**src/rtl/boot_pkg.sv**
```systemverilog
// Shared types and constants for the UART boot sequencer.
//   boot_state_t : sequencer FSM states
//   boot_err_t   : error codes reported on the error output
//   END_MARKER   : payload word that marks the entry point
package boot_pkg;

    typedef enum logic [2:0] {
        IDLE,
        HEADER,
        LOAD,
        START,
        RUN,
        FAULT
    } boot_state_t;

    typedef enum logic [1:0] {
        ERR_NONE     = 2'd0,
        ERR_OVERFLOW = 2'd1,
        ERR_TIMEOUT  = 2'd2
    } boot_err_t;

    localparam logic [31:0] END_MARKER = 32'hFFFF_FFFF;

endpackage

```
**src/rtl/word_assembler.sv**
```systemverilog
// Packs a byte stream into big-endian 32-bit words.
//   clk, rst   : clock, synchronous active-high reset
//   clear      : drops any partial word and returns the byte index to 0
//   byte_valid : byte_data is accepted this cycle
//   byte_data  : incoming byte, first byte of a word lands in [31:24]
//   word       : assembled word, meaningful while word_valid is high
//   word_valid : high in the cycle the 4th byte of a word is accepted
module word_assembler (
    input  logic        clk,
    input  logic        rst,
    input  logic        clear,
    input  logic        byte_valid,
    input  logic [7:0]  byte_data,
    output logic [31:0] word,
    output logic        word_valid
);
    logic [1:0]  byte_idx;
    logic [23:0] shift;

    always_ff @(posedge clk) begin
        if (rst || clear) begin
            byte_idx <= 2'd0;
            shift    <= 24'd0;
        end else if (byte_valid) begin
            byte_idx <= byte_idx + 2'd1;  // wraps 3 -> 0
            shift    <= {shift[15:0], byte_data};
        end
    end

    // The 4th byte is combined directly so the caller can act on the same edge.
    assign word       = {shift, byte_data};
    assign word_valid = byte_valid && (byte_idx == 2'd3);

endmodule

```
**src/rtl/boot_sequencer.sv**
```systemverilog
// UART boot sequencer: reads a header word N and N payload words from the
// receiver, writes them to instruction memory, then releases the core.
//   CLK, RST              : clock, synchronous active-high reset
//   rx_data, rx_valid     : byte stream from the UART receiver
//   boot_req              : level request to start a load
//   cpu_halt              : core has halted; return to IDLE
//   imem_we/addr/wdata    : instruction memory write port
//   cpu_reset, cpu_start  : core reset hold and one-cycle release pulse
//   pc_init               : entry word index (word after the last marker)
//   busy                  : loading (HEADER or LOAD)
//   error                 : 0 none, 1 length overflow, 2 byte timeout
module boot_sequencer
    import boot_pkg::*;
#(
    parameter int unsigned MEM_INST_SIZE  = 1024,
    parameter int unsigned ADDR_W         = 10,
    parameter int unsigned TIMEOUT_CYCLES = 1000000
) (
    input  logic              CLK,
    input  logic              RST,
    input  logic [7:0]        rx_data,
    input  logic              rx_valid,
    input  logic              boot_req,
    input  logic              cpu_halt,
    output logic              imem_we,
    output logic [ADDR_W-1:0] imem_addr,
    output logic [31:0]       imem_wdata,
    output logic              cpu_reset,
    output logic              cpu_start,
    output logic [31:0]       pc_init,
    output logic              busy,
    output logic [1:0]        error
);
    localparam int unsigned CNT_W = (TIMEOUT_CYCLES > 1) ? $clog2(TIMEOUT_CYCLES) : 1;

    boot_state_t       state;
    boot_err_t         err;
    logic [ADDR_W:0]   word_cnt;
    logic [ADDR_W:0]   n_words;
    logic [CNT_W-1:0]  idle_cnt;
    logic              loading;
    logic              timeout_hit;
    logic [31:0]       word;
    logic              word_valid;

    assign loading     = (state == HEADER) || (state == LOAD);
    // Fires on the idle cycle that would bring the count to TIMEOUT_CYCLES.
    assign timeout_hit = !rx_valid && (idle_cnt == CNT_W'(TIMEOUT_CYCLES - 1));

    // Bytes only count while loading; any other state flushes partial words.
    word_assembler u_word_assembler (
        .clk        (CLK),
        .rst        (RST),
        .clear      (!loading),
        .byte_valid (rx_valid && loading),
        .byte_data  (rx_data),
        .word       (word),
        .word_valid (word_valid)
    );

    always_ff @(posedge CLK) begin
        if (RST) begin
            state      <= IDLE;
            err        <= ERR_NONE;
            word_cnt   <= '0;
            n_words    <= '0;
            idle_cnt   <= '0;
            imem_we    <= 1'b0;
            imem_addr  <= '0;
            imem_wdata <= '0;
            pc_init    <= '0;
        end else begin
            imem_we <= 1'b0;

            if (!loading || rx_valid) begin
                idle_cnt <= '0;
            end else begin
                idle_cnt <= idle_cnt + 1'b1;
            end

            unique case (state)
                IDLE: begin
                    if (boot_req) begin
                        state    <= HEADER;
                        err      <= ERR_NONE;
                        pc_init  <= '0;
                        word_cnt <= '0;
                    end
                end
                HEADER: begin
                    if (timeout_hit) begin
                        err   <= ERR_TIMEOUT;
                        state <= FAULT;
                    end else if (word_valid) begin
                        n_words <= word[ADDR_W:0];
                        if (word > 32'(MEM_INST_SIZE)) begin
                            err   <= ERR_OVERFLOW;
                            state <= FAULT;
                        end else if (word == 32'd0) begin
                            state <= START;
                        end else begin
                            state <= LOAD;
                        end
                    end
                end
                LOAD: begin
                    // The count reaches N in the cycle the final write is presented.
                    if (word_cnt == n_words) begin
                        state <= START;
                    end else if (timeout_hit) begin
                        err   <= ERR_TIMEOUT;
                        state <= FAULT;
                    end else if (word_valid) begin
                        imem_we    <= 1'b1;
                        imem_addr  <= word_cnt[ADDR_W-1:0];
                        imem_wdata <= word;
                        word_cnt   <= word_cnt + 1'b1;
                        if (word == END_MARKER) begin
                            pc_init <= 32'(word_cnt) + 32'd1;
                        end
                    end
                end
                START: state <= RUN;
                RUN: begin
                    if (cpu_halt) state <= IDLE;
                end
                FAULT: begin
                    if (!boot_req) state <= IDLE;
                end
                default: state <= IDLE;
            endcase
        end
    end

    // Decoded from the state register only, so these stay glitch-free.
    assign busy      = loading;
    assign cpu_start = (state == START);
    assign cpu_reset = !((state == START) || (state == RUN));
    assign error     = err;

endmodule

```
**config.mk**
```make
export PLATFORM = sky130hd
export DESIGN_NAME = boot_sequencer
export DESIGN_NICKNAME = d
export VERILOG_FILES = /design/src/rtl/boot_pkg.sv /design/src/rtl/word_assembler.sv /design/src/rtl/boot_sequencer.sv
export SDC_FILE = /design/constraint.sdc
export NUM_CORES = 1
export LEC_CHECK = 0
export ABC_AREA = 1
export CAP_MARGIN = 30
export CORE_MARGIN = 1.5
export CORE_UTILIZATION = 55
export CTS_CLUSTER_DIAMETER = 60
export CTS_CLUSTER_SIZE = 20
export DETAILED_ROUTE_END_ITERATION = 12
export PLACE_DENSITY_LB_ADDON = 0.3
export RECOVER_POWER = 25
export SYNTH_ARGS = -nofsm -noshare
export SYNTH_HDL_FRONTEND = slang
export SYNTH_HIERARCHICAL = 1
export SYNTH_SLANG_ARGS = --single-unit
export TNS_END_PERCENT = 5
```
**constraint.sdc**
```tcl
create_clock -name CLK -period 2.75 [get_ports CLK]
set_clock_uncertainty 0.2 [all_clocks]
set_input_delay 0.55 -clock CLK [delete_from_list [all_inputs] [get_ports CLK]]
set_output_delay 0.55 -clock CLK [all_outputs]
set_load 0.03 [all_outputs]
```
Word-level counts from Yosys, hierarchy flattened
Cells that the tools add are included.
{"block": "word_totals", "regBits": 148, "elab_cells": 90}
{"block": "classes", "n_addsub": 4, "n_lt_le_gt_ge": 1, "eq_ne": 20, "n_mux": 29, "n_bitwise": 3, "reduce_logical": 22}
{"op": "two-way mux 32 bit", "count": 5}
{"op": "one-hot mux 32 bit (2 select lines)", "count": 1}
{"op": "two-way mux 11 bit", "count": 4}
{"op": "equality test 32 bit, second input constant", "count": 1}
{"op": "> comparator 32 x 11 -> 1 bit, second input constant", "count": 1}
{"op": "zero test 32 bit", "count": 1}
{"op": "two-way mux 3 bit", "count": 8}
{"op": "one-hot mux 11 bit (2 select lines)", "count": 1}
{"op": "adder 20 x 1 -> 20 bit, second input constant", "count": 1}
{"op": "equality test 20 bit, second input constant", "count": 1}
{"op": "one-hot mux 3 bit (6 select lines)", "count": 1}
{"op": "adder 11 x 1 -> 12 bit, second input constant", "count": 1}
{"op": "two-way mux 2 bit", "count": 6}
{"op": "!= test 2 bit, second input constant", "count": 6}
{"op": "AND reduction 6 bit", "count": 2}
{"op": "adder 11 x 1 -> 11 bit, second input constant", "count": 1}
{"op": "equality test 11 bit", "count": 1}
{"op": "AND reduction 5 bit", "count": 2}
{"op": "!= test 3 x 2 -> 1 bit, second input constant", "count": 3}
{"op": "equality test 3 x 2 -> 1 bit, second input constant", "count": 2}
{"op": "equality test 3 bit, second input constant", "count": 2}
{"op": "one-hot mux 2 bit (3 select lines)", "count": 1}
{"op": "logical OR 1 bit", "count": 4}
{"op": "!= test 2 x 1 -> 1 bit, second input constant", "count": 2}
{"op": "14 further kinds", "count": 21}

Depth between registers and ports, before layout
{"block": "depth", "ltp_word": 8, "depth_mapped": 22, "depth_no_buf": 19}

By module
Netlist, hierarchy kept.
{"module": "boot_sequencer", "n_inst": 1, "cells_each": 726, "area_each_um2": 5113.7, "seq_area_each_um2": 2042.0}
{"module": "word_assembler", "n_inst": 1, "cells_each": 175, "area_each_um2": 1162.4, "seq_area_each_um2": 520.5}

Worst setup path after synthesis
OpenSTA, ideal clock, no wires.
{"block": "synth_path", "path_type": "register to register", "from": "register state[0]", "to": "register imem_addr[4]", "setup_time_ns": 0.070, "t_arrival_ns": 2.293, "t_required_ns": 2.480, "slack_ns": 0.186, "path_stages_with_launch": 16, "n_path_buf": 5, "synth_period_minus_slack_ns": 2.564, "path_cell_list": "dfxtp_1 nand2_1 nor2_4 inv_2 nand2_4 inv_4 nor2_1 buf_4 buf_4 nand2_1 inv_1 buf_2 buf_1 clkbuf_1 nand3_1 a21oi_1"}
{"block": "synth_via", "elab_chain_len": 5, "elab_cells_between_ends": 6}
{"item": "start: declaration", "line": "boot_sequencer.sv:36", "source": "boot_state_t state;"}
{"item": "start signal: assignment", "line": "boot_sequencer.sv:63", "source": "state <= IDLE;"}
{"item": "start signal: assignment", "line": "boot_sequencer.sv:84", "source": "state <= HEADER;"}
{"item": "start signal: assignment", "line": "boot_sequencer.sv:93", "source": "state <= FAULT;"}
{"item": "equality test 3 x 1 -> 1 bit / equality test 3 x 2 -> 1 bit (equally long branches)", "line": "boot_sequencer.sv:46", "source": "assign loading = (state == HEADER) || (state == LOAD);"}
{"item": "logical OR 1 bit (*)", "line": "boot_sequencer.sv:46"}
{"item": "named net busy", "line": "boot_sequencer.sv:31", "source": "output logic busy,"}
{"item": "logical AND 1 bit (*)", "line": "boot_sequencer.sv:55", "source": ".byte_valid (rx_valid && loading),"}
{"item": "logical AND 1 bit (*)", "line": "word_assembler.sv:32", "source": "assign word_valid = byte_valid && (byte_idx == 2'd3);"}
{"item": "named net word_valid", "line": "boot_sequencer.sv:44", "source": "logic word_valid;"}
{"item": "AND reduction 4 bit (no line) (*)"}
{"item": "end signal: assignment", "line": "boot_sequencer.sv:115", "source": "imem_addr <= word_cnt[ADDR_W-1:0];"}
{"item": "end: declaration", "line": "boot_sequencer.sv:26", "source": "output logic [ADDR_W-1:0] imem_addr,"}
The timed path passes the listed nets; every way through them passes the cells marked *.
A chain may end at the register's enable or synchronous reset.

Worst setup path after layout
{"block": "layout_path", "from": "register state[0]", "to": "output port cpu_reset"}
{"block": "layout_via", "elab_chain_len": 3, "elab_cells_between_ends": 4}
{"item": "equality test 3 x 2 -> 1 bit / equality test 3 bit (equally long branches)", "line": "boot_sequencer.sv:138", "source": "assign cpu_reset = !((state == START) || (state == RUN));"}
{"item": "logical OR 1 bit (*)", "line": "boot_sequencer.sv:138"}
{"item": "zero test 1 bit (*)", "line": "boot_sequencer.sv:138"}
{"item": "end: declaration", "line": "boot_sequencer.sv:28", "source": "output logic cpu_reset,"}
Every way passes the cells marked *; elsewhere a longest branch is shown, timed or not.

==> load_flow_metrics.sql <==
INSERT INTO impl_metrics (metric_group, metric, value, unit) VALUES
('floorplan', 'dieArea', '12100', 'um2'),
('global_route', 'grt_pass1_vias', '5082', ''),
('finish', 'layout_commonest_cell', 'sky130_fd_sc_hd__nand2_1', ''),
('clock_tree', 'cts_hold_buf', '0', ''),
('clock_tree', 'numCtsBuffers', '17', ''),
('logic_synthesis', 'synth_enable_flop_cells', '0', ''),
('clock_tree', 'htreeDepth', '4', ''),
('power_and_ir_drop', 'irDropWorstVdd', '0.557', 'mV'),
('logic_synthesis', 'ys_warn_count', '6', ''),
('sta', 'timing.final.hold_violations', '0', ''),
('floorplan', 'dieWidth', '110', 'um'),
('finish', 'diodes', '0', ''),
('floorplan', 'floorplan.rows', '38', ''),
('logic_synthesis', 'synthArstFlopShare', '0', '%'),
('sta', 'fmax', '381', 'MHz'),
('power_and_ir_drop', 'combinationalPowerShare', '32.9', '%'),
('sta', 'min_period', '2620', 'ps'),
('detailed_routing', 'drt_wl_total', '14400', 'um'),
('logic_synthesis', 'synth_cell_types', '42', ''),
('finish', 'nets', '974', ''),
('power_and_ir_drop', 'p_sw', '2.50', 'mW'),
('finish', 'most-common-layout-cells', '211 x sky130_fd_sc_hd__nand2_1, 145 x sky130_fd_sc_hd__nor2_1, 128 x sky130_fd_sc_hd__dfxtp_1', ''),
('global_route', 'use_met3', '7.41', '%'),
('logic_synthesis', 'mean_instance_size_in_the_synthesized_netlist', '6.97', 'um2'),
('sta', 'slew-limit-headroom', '37.3', '%'),
('worst_setup_path', 'worst_ep_arrival_time', '1870', 'ps'),
('logic_synthesis', 'synthDominantCellAreaShare', '40.8', '%'),
('placement', 'port_buffers', '72', ''),
('detailed_routing', 'drc_errors', '0', ''),
('detailed_routing', 'wl_per_cell', '12.9', 'um'),
('detailed_routing', 'drt_first_pass_iters', '5', ''),
('worst_setup_path', 'path_max_fanout', '7', ''),
('outcome', 'status', 'finished clean', ''),
('finish', 'final-seq-area', '2560', 'um2'),
('sta', 'unrepaired_setup_endpoints_after_global_routing', 'false', ''),
('clock_tree', 'clock_tree.root_cell', 'sky130_fd_sc_hd__clkbuf_16', ''),
('global_route', 'grtUsageTotal', '25.4', '%'),
('power_and_ir_drop', 'power_density', '901', 'nW/um2'),
('detailed_routing', 'drt_first_iter_violations', '383', ''),
('logic_synthesis', 'post-synth-top-area-cell', 'sky130_fd_sc_hd__dfxtp_1', ''),
('worst_setup_path', 'critPathCaptureType', 'output pin', ''),
('sta', 'worst_slew_pin_slew', '941', 'ps'),
('power_and_ir_drop', 'static-leakage-power', '2.89', 'nW'),
('detailed_routing', 'vias', '5753', ''),
('clock_tree', 'clkLatencyLatePin', '420', 'ps'),
('flow_run', 'max-cap-violations', '0', ''),
('sta', 'period_share', '95.4', '%'),
('power_and_ir_drop', 'clockPowerShare', '35.4', '%'),
('finish', 'drive_above_1_share', '8.86', '%'),
('placement', 'finalWeightedCongestion', '0.866', ''),
('floorplan', 'coreArea', '11000', 'um2'),
('min_path', 'hold_removal_path_class', 'reg -> reg', ''),
('floorplan', 'die_height', '110', 'um'),
('power_and_ir_drop', 'report.power.total', '6.80', 'mW'),
('clock_tree', 'setup_bufs_post_cts', '0', ''),
('clock_tree', 'tritoncts_num_sinks', '128', ''),
('global_route', 'gr-usage-met1', '33.4', '%'),
('global_route', 'grt-busiest-layer', 'met2', ''),
('finish', 'fillCellCount', '943', ''),
('clock_tree', 'clkSlewWorstSetupHoldPaths', '60', 'ps'),
('global_route', 'grt_first_pass_wirelength', '23700', 'um'),
('detailed_routing', 'ant_nets', '0', ''),
('sta', 'drv_slew', '0', ''),
('global_route', 'globalRouteOverflowTotal', '0', ''),
('worst_setup_path', 'cp_data_required_time', '2000', 'ps'),
('logic_synthesis', 'postSynth.topFlopCell', 'sky130_fd_sc_hd__dfxtp_1', ''),
('finish', 'multi_input_logic_area', '2990', 'um2'),
('logic_synthesis', 'netlist_top_cells_area', 'sky130_fd_sc_hd__dfxtp_1 41%, sky130_fd_sc_hd__nand2_1 13%, sky130_fd_sc_hd__nor2_1 8.7%', ''),
('global_route', 'antenna_violations_before_repair', '0', ''),
('power_and_ir_drop', 'power.internal', '4.30', 'mW'),
('power_and_ir_drop', 'sequentialPowerShare', '31.8', '%');
[worst max-delay path, cell delays in order (launching register included)]
cell and delay (ps):
sky130_fd_sc_hd__dfxtp_1 460, sky130_fd_sc_hd__inv_1 140, sky130_fd_sc_hd__nor3_1 350, sky130_fd_sc_hd__a21oi_1 120
sky130_fd_sc_hd__dlygate4sd2_1 390
[path summary, 6_finish.rpt]
check | start | end | slack [ps] | cells past startpoint
hold / removal | idle_cnt[0] | idle_cnt[0] | 240 | 1
hold reg to reg | idle_cnt[0] | idle_cnt[0] | 240 | 1
setup / recovery | state[0] | cpu_reset | 130 | 4
setup reg to reg | state[0] | word_cnt[3] | 330 | 14
[through the flow]
stage          hold WS (ps)  area, um2  instances  util [%]  setup WS [ps]
2_1_floorplan           212       6350        920         -            186
3_5_place_dp            237       6950       1079      63.3            150
4_1_cts                 246       7580       1111      69.0            132
5_1_grt                 260       7550       1111      68.8           60.9
3_3_place_gp            228       6950       1079      63.3            186
6_report                245       7550       1111      68.8            127
[per-layer routing]
metal / up-vias / wire length [um] / part of all wire, %
li1: 2924 / - / -
met1: 2622 / 6680 / 46
met2: 189 / 6590 / 46
met3: 18 / 944 / 6.6
met4: 0 / 163 / 1.1
met5: - / 0 / 0
[registers in the layout (all words and copies together), names as in the netlist]
| register | count |
|---|---|
| word_cnt | 11 |
| imem_addr | 10 |
| n_words | 11 |
| imem_we | 1 |
| pc_init | 12 |
| error | 2 |
| u_word_assembler/shift | 24 |
| idle_cnt | 20 |
| state | 3 |
| u_word_assembler/byte_idx | 2 |
| imem_wdata | 32 |
[area by class of cell]
class / instances / share of cell area, %
Sequential cell: 128 / 33.9
Clock inverter: 14 / 2.68
Timing Repair Buffer: 85 / 11.3
Multi-Input combinational cell: 636 / 39.5
Clock buffer: 18 / 5.68
Inverter: 90 / 4.54
Tap cell: 140 / 2.32
[power by group through the flow]
stage | logic [mW] | registers (mW) | clock network, mW
after floorplan | 1.76 | 2.26 | 0
after global placement | 2.19 | 2.19 | 0
after detailed placement | 2.23 | 2.20 | 0
after CTS | 2.25 | 2.16 | 2.44
after global routing | 2.51 | 2.18 | 2.52
final | 2.24 | 2.16 | 2.41
[cell usage after synthesis (5+ instances only)]
library cell               count
sky130_fd_sc_hd__a21oi_1      85
sky130_fd_sc_hd__buf_4        32
sky130_fd_sc_hd__xnor2_1       6
sky130_fd_sc_hd__o21ai_0      18
sky130_fd_sc_hd__nand3_2       5
sky130_fd_sc_hd__dfxtp_1     128
sky130_fd_sc_hd__nor2_2        5
sky130_fd_sc_hd__nand3_1      79
sky130_fd_sc_hd__nor2_4        6
sky130_fd_sc_hd__inv_1        77
sky130_fd_sc_hd__buf_2        13
sky130_fd_sc_hd__inv_2        10
sky130_fd_sc_hd__clkbuf_1     11
sky130_fd_sc_hd__buf_6         7
sky130_fd_sc_hd__nand2_1     211
sky130_fd_sc_hd__nor2_1      146
sky130_fd_sc_hd__nand2_4       6
sky130_fd_sc_hd__nand4_1      17
[kinds of logic (layout without fill, tap and decap cells)]
group	Yosys count	after routing	share of synthesized area (%)
AO/OA/AOI/OAI	112	112	9.47
XOR/XNOR	8	8	1.12
adder cells (fa/ha/maj)	3	3	0.598
buffers and inverters	156	207	12.4
flip-flops	128	128	40.8
other	1	20	0.0598
AND/OR/NAND/NOR	493	493	35.5
(Power assumes the default switching activity.)
